[src/rtl/i2c_reg_bank_if.sv]
// Register-bus interface for i2c_reg_bank: write/read strobes, addresses and read data.
// Signal names are written from the register bank's (slave) point of view.
interface i2c_reg_bank_if;
  logic       i_wr_ena;
  logic [5:0] i_wr_addr;
  logic [7:0] i_wr_data;
  logic       i_rd_ena;
  logic [5:0] i_rd_addr;
  logic [7:0] o_rd_data;

  modport master (
    output i_wr_ena, i_wr_addr, i_wr_data, i_rd_ena, i_rd_addr,
    input  o_rd_data
  );

  modport slave (
    input  i_wr_ena, i_wr_addr, i_wr_data, i_rd_ena, i_rd_addr,
    output o_rd_data
  );
endinterface

[src/rtl/i2c_reg_bank.sv]
// I2C controller register bank (ADR, FDR, CR, SR, DR, DFSRR) with registered control outputs.
// Optional feature: define I2C_REG_DFSRR_EN to implement the DFSRR filter-rate register at 0x14.
module i2c_reg_bank (
  input  logic                  i_sysclk,
  input  logic                  i_reset_n,
  i2c_reg_bank_if.slave         bus,
  output logic [6:0]            o_adr,
  output logic [5:0]            o_fdr,
  output logic                  o_men,
  output logic                  o_mien,
  output logic                  o_msta,
  output logic                  o_mtx,
  output logic                  o_txak,
  output logic                  o_bcst,
  output logic [5:0]            o_dfsr,
  output logic                  o_rsta,
  output logic [7:0]            o_tx_data,
  output logic                  o_dr_wr,
  output logic                  o_dr_rd,
  input  logic [7:0]            i_rx_data,
  input  logic                  i_mcf,
  input  logic                  i_maas,
  input  logic                  i_mbb,
  input  logic                  i_srw,
  input  logic                  i_rxak,
  input  logic                  i_bcstm,
  input  logic                  i_mif_set,
  input  logic                  i_mal_set,
  input  logic                  i_msta_clr,
  output logic                  o_irq
);

  localparam logic [5:0] A_ADR   = 6'h00;
  localparam logic [5:0] A_FDR   = 6'h04;
  localparam logic [5:0] A_CR    = 6'h08;
  localparam logic [5:0] A_SR    = 6'h0C;
  localparam logic [5:0] A_DR    = 6'h10;
  localparam logic [5:0] A_DFSRR = 6'h14;
  localparam logic [5:0] DFSR_RST = 6'h10;

  logic [6:0] adr_q, adr_d;
  logic [5:0] fdr_q, fdr_d;
  logic       men_q, men_d, mien_q, mien_d, msta_q, msta_d;
  logic       mtx_q, mtx_d, txak_q, txak_d, bcst_q, bcst_d;
  logic       mif_q, mif_d, mal_q, mal_d;
  logic [7:0] tx_data_q, tx_data_d;
  logic [7:0] rd_data_q, rd_data_d;
  logic       rsta_q, rsta_d, dr_wr_q, dr_wr_d, dr_rd_q, dr_rd_d, irq_q, irq_d;
  logic [7:0] rd_mux_s;
  logic       wr_cr_s, wr_sr_s, wr_dr_s;
`ifdef I2C_REG_DFSRR_EN
  logic [5:0] dfsr_q, dfsr_d;
`endif

  // Read mux sees pre-write state, so a same-edge read returns the old value.
  always_comb begin
    rd_mux_s = 8'h00;
    case (bus.i_rd_addr)
      A_ADR:   rd_mux_s = {adr_q, 1'b0};
      A_FDR:   rd_mux_s = {2'b00, fdr_q};
      A_CR:    rd_mux_s = {men_q, mien_q, msta_q, mtx_q, txak_q, 1'b0, 1'b0, bcst_q};
      A_SR:    rd_mux_s = {i_mcf, i_maas, i_mbb, mal_q, i_bcstm, i_srw, mif_q, i_rxak};
      A_DR:    rd_mux_s = i_rx_data;
`ifdef I2C_REG_DFSRR_EN
      A_DFSRR: rd_mux_s = {2'b00, dfsr_q};
`endif
      default: rd_mux_s = 8'h00;
    endcase
  end

  // Next-state logic for every register and pulse output.
  always_comb begin
    wr_cr_s   = bus.i_wr_ena && (bus.i_wr_addr == A_CR);
    wr_sr_s   = bus.i_wr_ena && (bus.i_wr_addr == A_SR);
    wr_dr_s   = bus.i_wr_ena && (bus.i_wr_addr == A_DR);
    adr_d     = adr_q;
    fdr_d     = fdr_q;
    tx_data_d = tx_data_q;
`ifdef I2C_REG_DFSRR_EN
    dfsr_d    = dfsr_q;
`endif
    if (bus.i_wr_ena && (bus.i_wr_addr == A_ADR)) begin
      adr_d = bus.i_wr_data[7:1];
    end else if (bus.i_wr_ena && (bus.i_wr_addr == A_FDR)) begin
      fdr_d = bus.i_wr_data[5:0];
`ifdef I2C_REG_DFSRR_EN
    end else if (bus.i_wr_ena && (bus.i_wr_addr == A_DFSRR)) begin
      dfsr_d = bus.i_wr_data[5:0];
`endif
    end else if (wr_dr_s) begin
      tx_data_d = bus.i_wr_data;
    end else begin
      adr_d = adr_q;
    end

    if (wr_cr_s) begin
      men_d  = bus.i_wr_data[7];
      mien_d = bus.i_wr_data[6];
      mtx_d  = bus.i_wr_data[4];
      txak_d = bus.i_wr_data[3];
      bcst_d = bus.i_wr_data[0];
    end else begin
      men_d  = men_q;
      mien_d = mien_q;
      mtx_d  = mtx_q;
      txak_d = txak_q;
      bcst_d = bcst_q;
    end

    // The core's arbitration-loss clear beats a simultaneous CR write.
    if (i_msta_clr) begin
      msta_d = 1'b0;
    end else if (wr_cr_s) begin
      msta_d = bus.i_wr_data[5];
    end else begin
      msta_d = msta_q;
    end
    rsta_d = wr_cr_s && bus.i_wr_data[2] && msta_q;

    if (i_mif_set) begin
      mif_d = 1'b1;
    end else if (wr_sr_s && !bus.i_wr_data[1]) begin
      mif_d = 1'b0;
    end else begin
      mif_d = mif_q;
    end
    if (i_mal_set) begin
      mal_d = 1'b1;
    end else if (wr_sr_s && !bus.i_wr_data[4]) begin
      mal_d = 1'b0;
    end else begin
      mal_d = mal_q;
    end

    if (bus.i_rd_ena) begin
      rd_data_d = rd_mux_s;
    end else begin
      rd_data_d = rd_data_q;
    end
    dr_rd_d = bus.i_rd_ena && (bus.i_rd_addr == A_DR);
    dr_wr_d = wr_dr_s;
    irq_d   = mien_q && mif_q;
  end

  // State and registered outputs; reset aborts any in-flight access.
  always_ff @(posedge i_sysclk or negedge i_reset_n) begin
    if (!i_reset_n) begin
      adr_q     <= 7'h00;
      fdr_q     <= 6'h00;
      men_q     <= 1'b0;
      mien_q    <= 1'b0;
      msta_q    <= 1'b0;
      mtx_q     <= 1'b0;
      txak_q    <= 1'b0;
      bcst_q    <= 1'b0;
      mif_q     <= 1'b0;
      mal_q     <= 1'b0;
      tx_data_q <= 8'h00;
      rd_data_q <= 8'h00;
      rsta_q    <= 1'b0;
      dr_wr_q   <= 1'b0;
      dr_rd_q   <= 1'b0;
      irq_q     <= 1'b0;
`ifdef I2C_REG_DFSRR_EN
      dfsr_q    <= DFSR_RST;
`endif
    end else begin
      adr_q     <= adr_d;
      fdr_q     <= fdr_d;
      men_q     <= men_d;
      mien_q    <= mien_d;
      msta_q    <= msta_d;
      mtx_q     <= mtx_d;
      txak_q    <= txak_d;
      bcst_q    <= bcst_d;
      mif_q     <= mif_d;
      mal_q     <= mal_d;
      tx_data_q <= tx_data_d;
      rd_data_q <= rd_data_d;
      rsta_q    <= rsta_d;
      dr_wr_q   <= dr_wr_d;
      dr_rd_q   <= dr_rd_d;
      irq_q     <= irq_d;
`ifdef I2C_REG_DFSRR_EN
      dfsr_q    <= dfsr_d;
`endif
    end
  end

  assign o_adr         = adr_q;
  assign o_fdr         = fdr_q;
  assign o_men         = men_q;
  assign o_mien        = mien_q;
  assign o_msta        = msta_q;
  assign o_mtx         = mtx_q;
  assign o_txak        = txak_q;
  assign o_bcst        = bcst_q;
  assign o_rsta        = rsta_q;
  assign o_tx_data     = tx_data_q;
  assign o_dr_wr       = dr_wr_q;
  assign o_dr_rd       = dr_rd_q;
  assign o_irq         = irq_q;
  assign bus.o_rd_data = rd_data_q;
`ifdef I2C_REG_DFSRR_EN
  assign o_dfsr        = dfsr_q;
`else
  assign o_dfsr        = DFSR_RST;
`endif

endmodule

[src/flat_wrapper.sv]
// flat-port wrapper written by rule: the top's interface ports become plain ports
module i2c_reg_bank_flat 
  (i_sysclk, i_reset_n, o_adr, o_fdr, o_men, o_mien, o_msta, o_mtx, o_txak, o_bcst, o_dfsr, o_rsta, o_tx_data, o_dr_wr, o_dr_rd, i_rx_data, i_mcf, i_maas, i_mbb, i_srw, i_rxak, i_bcstm, i_mif_set, i_mal_set, i_msta_clr, o_irq, bus_i_wr_ena, bus_i_wr_addr, bus_i_wr_data, bus_i_rd_ena, bus_i_rd_addr, bus_o_rd_data);
  i2c_reg_bank_if bus_i ();
  input  logic i_sysclk;
  input  logic i_reset_n;
  output logic [6:0] o_adr;
  output logic [5:0] o_fdr;
  output logic o_men;
  output logic o_mien;
  output logic o_msta;
  output logic o_mtx;
  output logic o_txak;
  output logic o_bcst;
  output logic [5:0] o_dfsr;
  output logic o_rsta;
  output logic [7:0] o_tx_data;
  output logic o_dr_wr;
  output logic o_dr_rd;
  input  logic [7:0] i_rx_data;
  input  logic i_mcf;
  input  logic i_maas;
  input  logic i_mbb;
  input  logic i_srw;
  input  logic i_rxak;
  input  logic i_bcstm;
  input  logic i_mif_set;
  input  logic i_mal_set;
  input  logic i_msta_clr;
  output logic o_irq;
  input wire logic [$bits(bus_i.i_wr_ena)-1:0] bus_i_wr_ena;
  input wire logic [$bits(bus_i.i_wr_addr)-1:0] bus_i_wr_addr;
  input wire logic [$bits(bus_i.i_wr_data)-1:0] bus_i_wr_data;
  input wire logic [$bits(bus_i.i_rd_ena)-1:0] bus_i_rd_ena;
  input wire logic [$bits(bus_i.i_rd_addr)-1:0] bus_i_rd_addr;
  output wire logic [$bits(bus_i.o_rd_data)-1:0] bus_o_rd_data;
  assign bus_i.i_wr_ena = bus_i_wr_ena;
  assign bus_i.i_wr_addr = bus_i_wr_addr;
  assign bus_i.i_wr_data = bus_i_wr_data;
  assign bus_i.i_rd_ena = bus_i_rd_ena;
  assign bus_i.i_rd_addr = bus_i_rd_addr;
  assign bus_o_rd_data = bus_i.o_rd_data;
  i2c_reg_bank u_core (.i_sysclk(i_sysclk), .i_reset_n(i_reset_n), .bus(bus_i), .o_adr(o_adr), .o_fdr(o_fdr), .o_men(o_men), .o_mien(o_mien), .o_msta(o_msta), .o_mtx(o_mtx), .o_txak(o_txak), .o_bcst(o_bcst), .o_dfsr(o_dfsr), .o_rsta(o_rsta), .o_tx_data(o_tx_data), .o_dr_wr(o_dr_wr), .o_dr_rd(o_dr_rd), .i_rx_data(i_rx_data), .i_mcf(i_mcf), .i_maas(i_maas), .i_mbb(i_mbb), .i_srw(i_srw), .i_rxak(i_rxak), .i_bcstm(i_bcstm), .i_mif_set(i_mif_set), .i_mal_set(i_mal_set), .i_msta_clr(i_msta_clr), .o_irq(o_irq));
endmodule
[config.mk]
export PLATFORM = sky130hd
export DESIGN_NAME = i2c_reg_bank_flat
export DESIGN_NICKNAME = d
export VERILOG_FILES = /design/src/rtl/i2c_reg_bank_if.sv /design/src/rtl/i2c_reg_bank.sv /design/src/flat_wrapper.sv
export SDC_FILE = /design/constraint.sdc
export NUM_CORES = 1
export LEC_CHECK = 0
export CAP_MARGIN = 20
export CORE_MARGIN = 4
export CORE_UTILIZATION = 45
export DETAILED_ROUTE_END_ITERATION = 12
export PLACE_DENSITY_LB_ADDON = 0.3
export SETUP_SLACK_MARGIN = 0.3
export SYNTH_ARGS = -nofsm -noshare
export SYNTH_HDL_FRONTEND = slang
export SYNTH_SLANG_ARGS = --single-unit
[constraint.sdc]
create_clock -name i_sysclk -period 2.3 [get_ports i_sysclk]
set_input_delay 0.46 -clock i_sysclk [delete_from_list [all_inputs] [get_ports i_sysclk]]
set_output_delay 0.46 -clock i_sysclk [all_outputs]
set_load 0.01 [all_outputs]
==> results of run 1 <==
[per-layer routing]
metal	vias to the layer above	track usage (%)	part of all wire, %
met5	-	0	0
met4	0	7.65	1.8
met3	9	6.02	6.6
li1	725	-	-
met2	62	37.5	50
met1	766	27.9	42
[final cells by class]
class,count,share of cell area (%)
timing repair buffer,91,29.0
clock buffer,5,2.26
clock inverter,3,2.26
tap,50,2.06
multi-input combinational,99,30.7
sequential,41,33.7
[stage by stage]
| stage | util, % | cells | hold slack (ns) | TNS, ns |
|---|---|---|---|---|
| 6_report | 74.4 | 289 | 0.279 | 0 |
| 2_1_floorplan | - | 152 | 0.164 | 0 |
| 5_1_grt | 74.4 | 289 | 0.346 | 0 |
| 4_1_cts | 74.4 | 289 | 0.300 | 0 |
| 3_3_place_gp | 69.4 | 280 | 0.460 | -2.15 |
| 3_5_place_dp | 69.4 | 280 | 0.471 | -2.88 |
[state kept, by name, indices dropped and copies added, names as in the netlist]
name	count
u_core.bus.o_rd_data	8
u_core.o_tx_data	8
u_core.o_adr	7
u_core.o_fdr	6
u_core.mal_q	1
u_core.mif_q	1
u_core.o_bcst	1
u_core.o_dr_rd	1
u_core.o_dr_wr	1
u_core.o_irq	1
u_core.o_men	1
u_core.o_mien	1
u_core.o_msta	1
u_core.o_mtx	1
u_core.o_rsta	1
u_core.o_txak	1
[timing repair]
action | in CTS | in global routing
setup endpoints to repair | 22 | 7
gates cloned | 1 | 0
pin swaps | 3 | 2
gates resized for setup | 23 | 0
[path summary, 6_finish.rpt]
path,from,end,slack (ns),depth (start not counted)
min in group i_sysclk,u_core.mal_q,u_core.mal_q,0.49,1
min,i_reset_n,u_core.bus.o_rd_data[5],0.28,1
max in group asynchronous,i_reset_n,u_core.o_tx_data[5],1.47,1
min reg2reg,u_core.mal_q,u_core.mal_q,0.49,1
max reg2reg,u_core.o_mien,u_core.bus.o_rd_data[6],0.99,3
max,bus_i_wr_addr[0],u_core.o_tx_data[4],0.34,5
[cells in the final DEF (no fill, tap or decap), types with 2 or more instances in the layout]
cell,synthesis,routed
a21o_1,2,2
a221o_1,5,5
a22o_1,2,2
a41oi_1,3,3
and2_1,2,2
buf_4,6,9
buf_6,0,3
bufinv_16,0,2
clkbuf_8,0,5
clkdlybuf4s50_1,0,74
conb_1,2,6
dfrtp_1,41,41
dlygate4sd2_1,0,4
mux2_2,33,19
mux2_4,0,15
mux2i_1,4,4
nand3_1,8,8
nand3b_1,3,3
nand4b_1,3,3
nor2_1,4,4
nor2b_1,7,7
nor4_1,2,2
nor4b_4,2,2
o21ai_0,2,2
[logic make-up (layout without fill, tap and decap cells)]
family          count (synthesis)  after routing  synth area share (%)
flops                          41             41                  52.5
mux                            38             38                  21.7
simple gates                   39             39                  15.2
other cells                     2              6                 0.385
buf+inv                        12             99                  3.52
compound gates                 16             16                  6.73
[where the power goes]
group	total, mW	internal (mW)	switching (mW)
combinational	0.436	0.274	0.162
sequential	0.846	0.789	0.0569
clock	0.691	0.437	0.255
total	1.97	1.50	0.474
==> key figures, run 1 <==
STA
  • Final Setup Violations: 0
  • Hold Fails Final Rpt: 0
  • Skew final: 0.00558 ns
  • Max Clk Rate: just over 0.5 GHz
  • Slew @ Worst Pin: ~0.88 ns
  • Slew HR: between 40% and 50%
  • RSZ-0062 raised after global routing: false
  • Final Critical Period: 1.96 ns
  • Worst setup margin: 0.344 ns
  • Fin crit share: 85.1%
  • Max Slew Vio Count: 0

Placement
  • Setup WS pre-CTS: -0.162 ns
  • Detailed Place HPWL: roughly 4100 µm
  • GP Congestion: 0.872
  • Post-DP Area: roughly 2800 µm²
  • IO buf count: 79

Global route
  • Vias in the first global route: roughly 1.8k
  • First-pass GRT wire length: 9140 µm
  • Grt total ovfl: 0
  • Largest net degree at the start of global routing: 42
  • Antenna violations before repair: 0
  • All-Layer GR Usage: between 20% and 30%

Floorplan
  • Num ports: 86
  • Die Span Y: 73.9 µm
  • Die width: 73.9 µm
  • Initial Util: around 48%
  • FP Rows: 23
  • Core Area: a little over 4000 µm²
  • Die Area: ~5500 µm²

Worst setup path
  • Largest stage delay, worst path: slightly above 0.6 ns
  • CP Buf/Inv Count: 2
  • CP startpoint kind: primary input
  • Crit path max-delay family: simple AND/OR/NAND/NOR gates
  • Required time of the critical path: roughly 2.5 ns
  • CP Cell Sequence: dlygate4sd2_1, or4b_4, nor4b_4, buf_4, mux2_4
  • Crit-path slowest cell: or4b_4
  • Crit-path max FO: 5
  • Critical path arrival: between 2 and 2.5 ns
  • Worst setup path category: in2reg
  • Crit end category: flop

Clock tree
  • CTS Root Cell: clkbuf_8
  • CTS max path bufs: 2
  • Clock transition at the registers of the reported paths: approximately 0.080 ns
  • CTS tree: built
  • Worst-skew pair later-pin latency: about 0.3 ns
  • Hold buffer count at cts: 0
  • Clock sinks: between 40 and 50
  • Setup Buffers After CTS: 0
  • H-tree depth: 2
  • CTS buffer count: 5

Yosys
  • Top cells by area, synth: dfrtp_1, mux2_2, a221o_1
  • Synth top cells by count: dfrtp_1, mux2_2, nand3_1
  • Post-synth cell types: 31
  • EDFF count, synth: 0
  • Mapped Area: ~2000 µm²
  • Synth Flop Type: dfrtp_1
  • Mapped Cells: 148
  • Post-synth top area cell: dfrtp_1
  • Sequential fraction of the synthesis area: 52.5%
  • Avg Synthesized Cell Area: between 10 and 15 µm²
  • Most instantiated library cell after synthesis: dfrtp_1
  • #FFs+latches synth: slightly above 40
  • Synth warn: 0
  • FFs w/ async S/R, synth: between 90% and 100%
  • Area fraction of the dominant cell type after synthesis: ~53%

Finish
  • Finished layout cell area: ~3000 µm²
  • Nets@finish: around 280
  • P&R area growth vs syn: 55.7%
  • Register area: between 1000 and 1500 µm²
  • Area of the multi-input gates: 933 µm²
  • Share of layout cells above drive strength 1: about a quarter
  • Fillers: 264
  • Antenna diodes: 0

Min path
  • Worst hold path class: in2async

Route
  • Via density: roughly 5.4
  • DRC errors left: 0
  • Number of routed nets with antenna violations: 0
  • DR WL/cell: roughly 19 µm
  • DRT Wirelength: roughly 5600 µm
  • Total number of vias: roughly 1.6k
  • DR pass1 iterations: 4
  • Initial DRC Count: 55

Flow run
  • MaxCap Viol Count: 0

Power
  • Power Dens Cells: about 650 nW/µm²
  • Pleak: roughly 1.3 nW
  • Overall power: 1.97 mW
  • Worst IR drop on VDD: ~0.00054 V

Run status
  • Status: completed
No activity file was read; power rests on OpenSTA's default activity.
==> inputs of run 2 (changes only) <==
--- a/config.mk
+++ b/config.mk
@@ -8,6 +8,7 @@
 export CAP_MARGIN = 20
 export CORE_MARGIN = 4
 export CORE_UTILIZATION = 45
+export CTS_CLUSTER_SIZE = 20
 export DETAILED_ROUTE_END_ITERATION = 12
 export PLACE_DENSITY_LB_ADDON = 0.3
 export SETUP_SLACK_MARGIN = 0.3
==> results of run 2 <==
No change in the layout: final DEF, timing and power equal those of run 1.
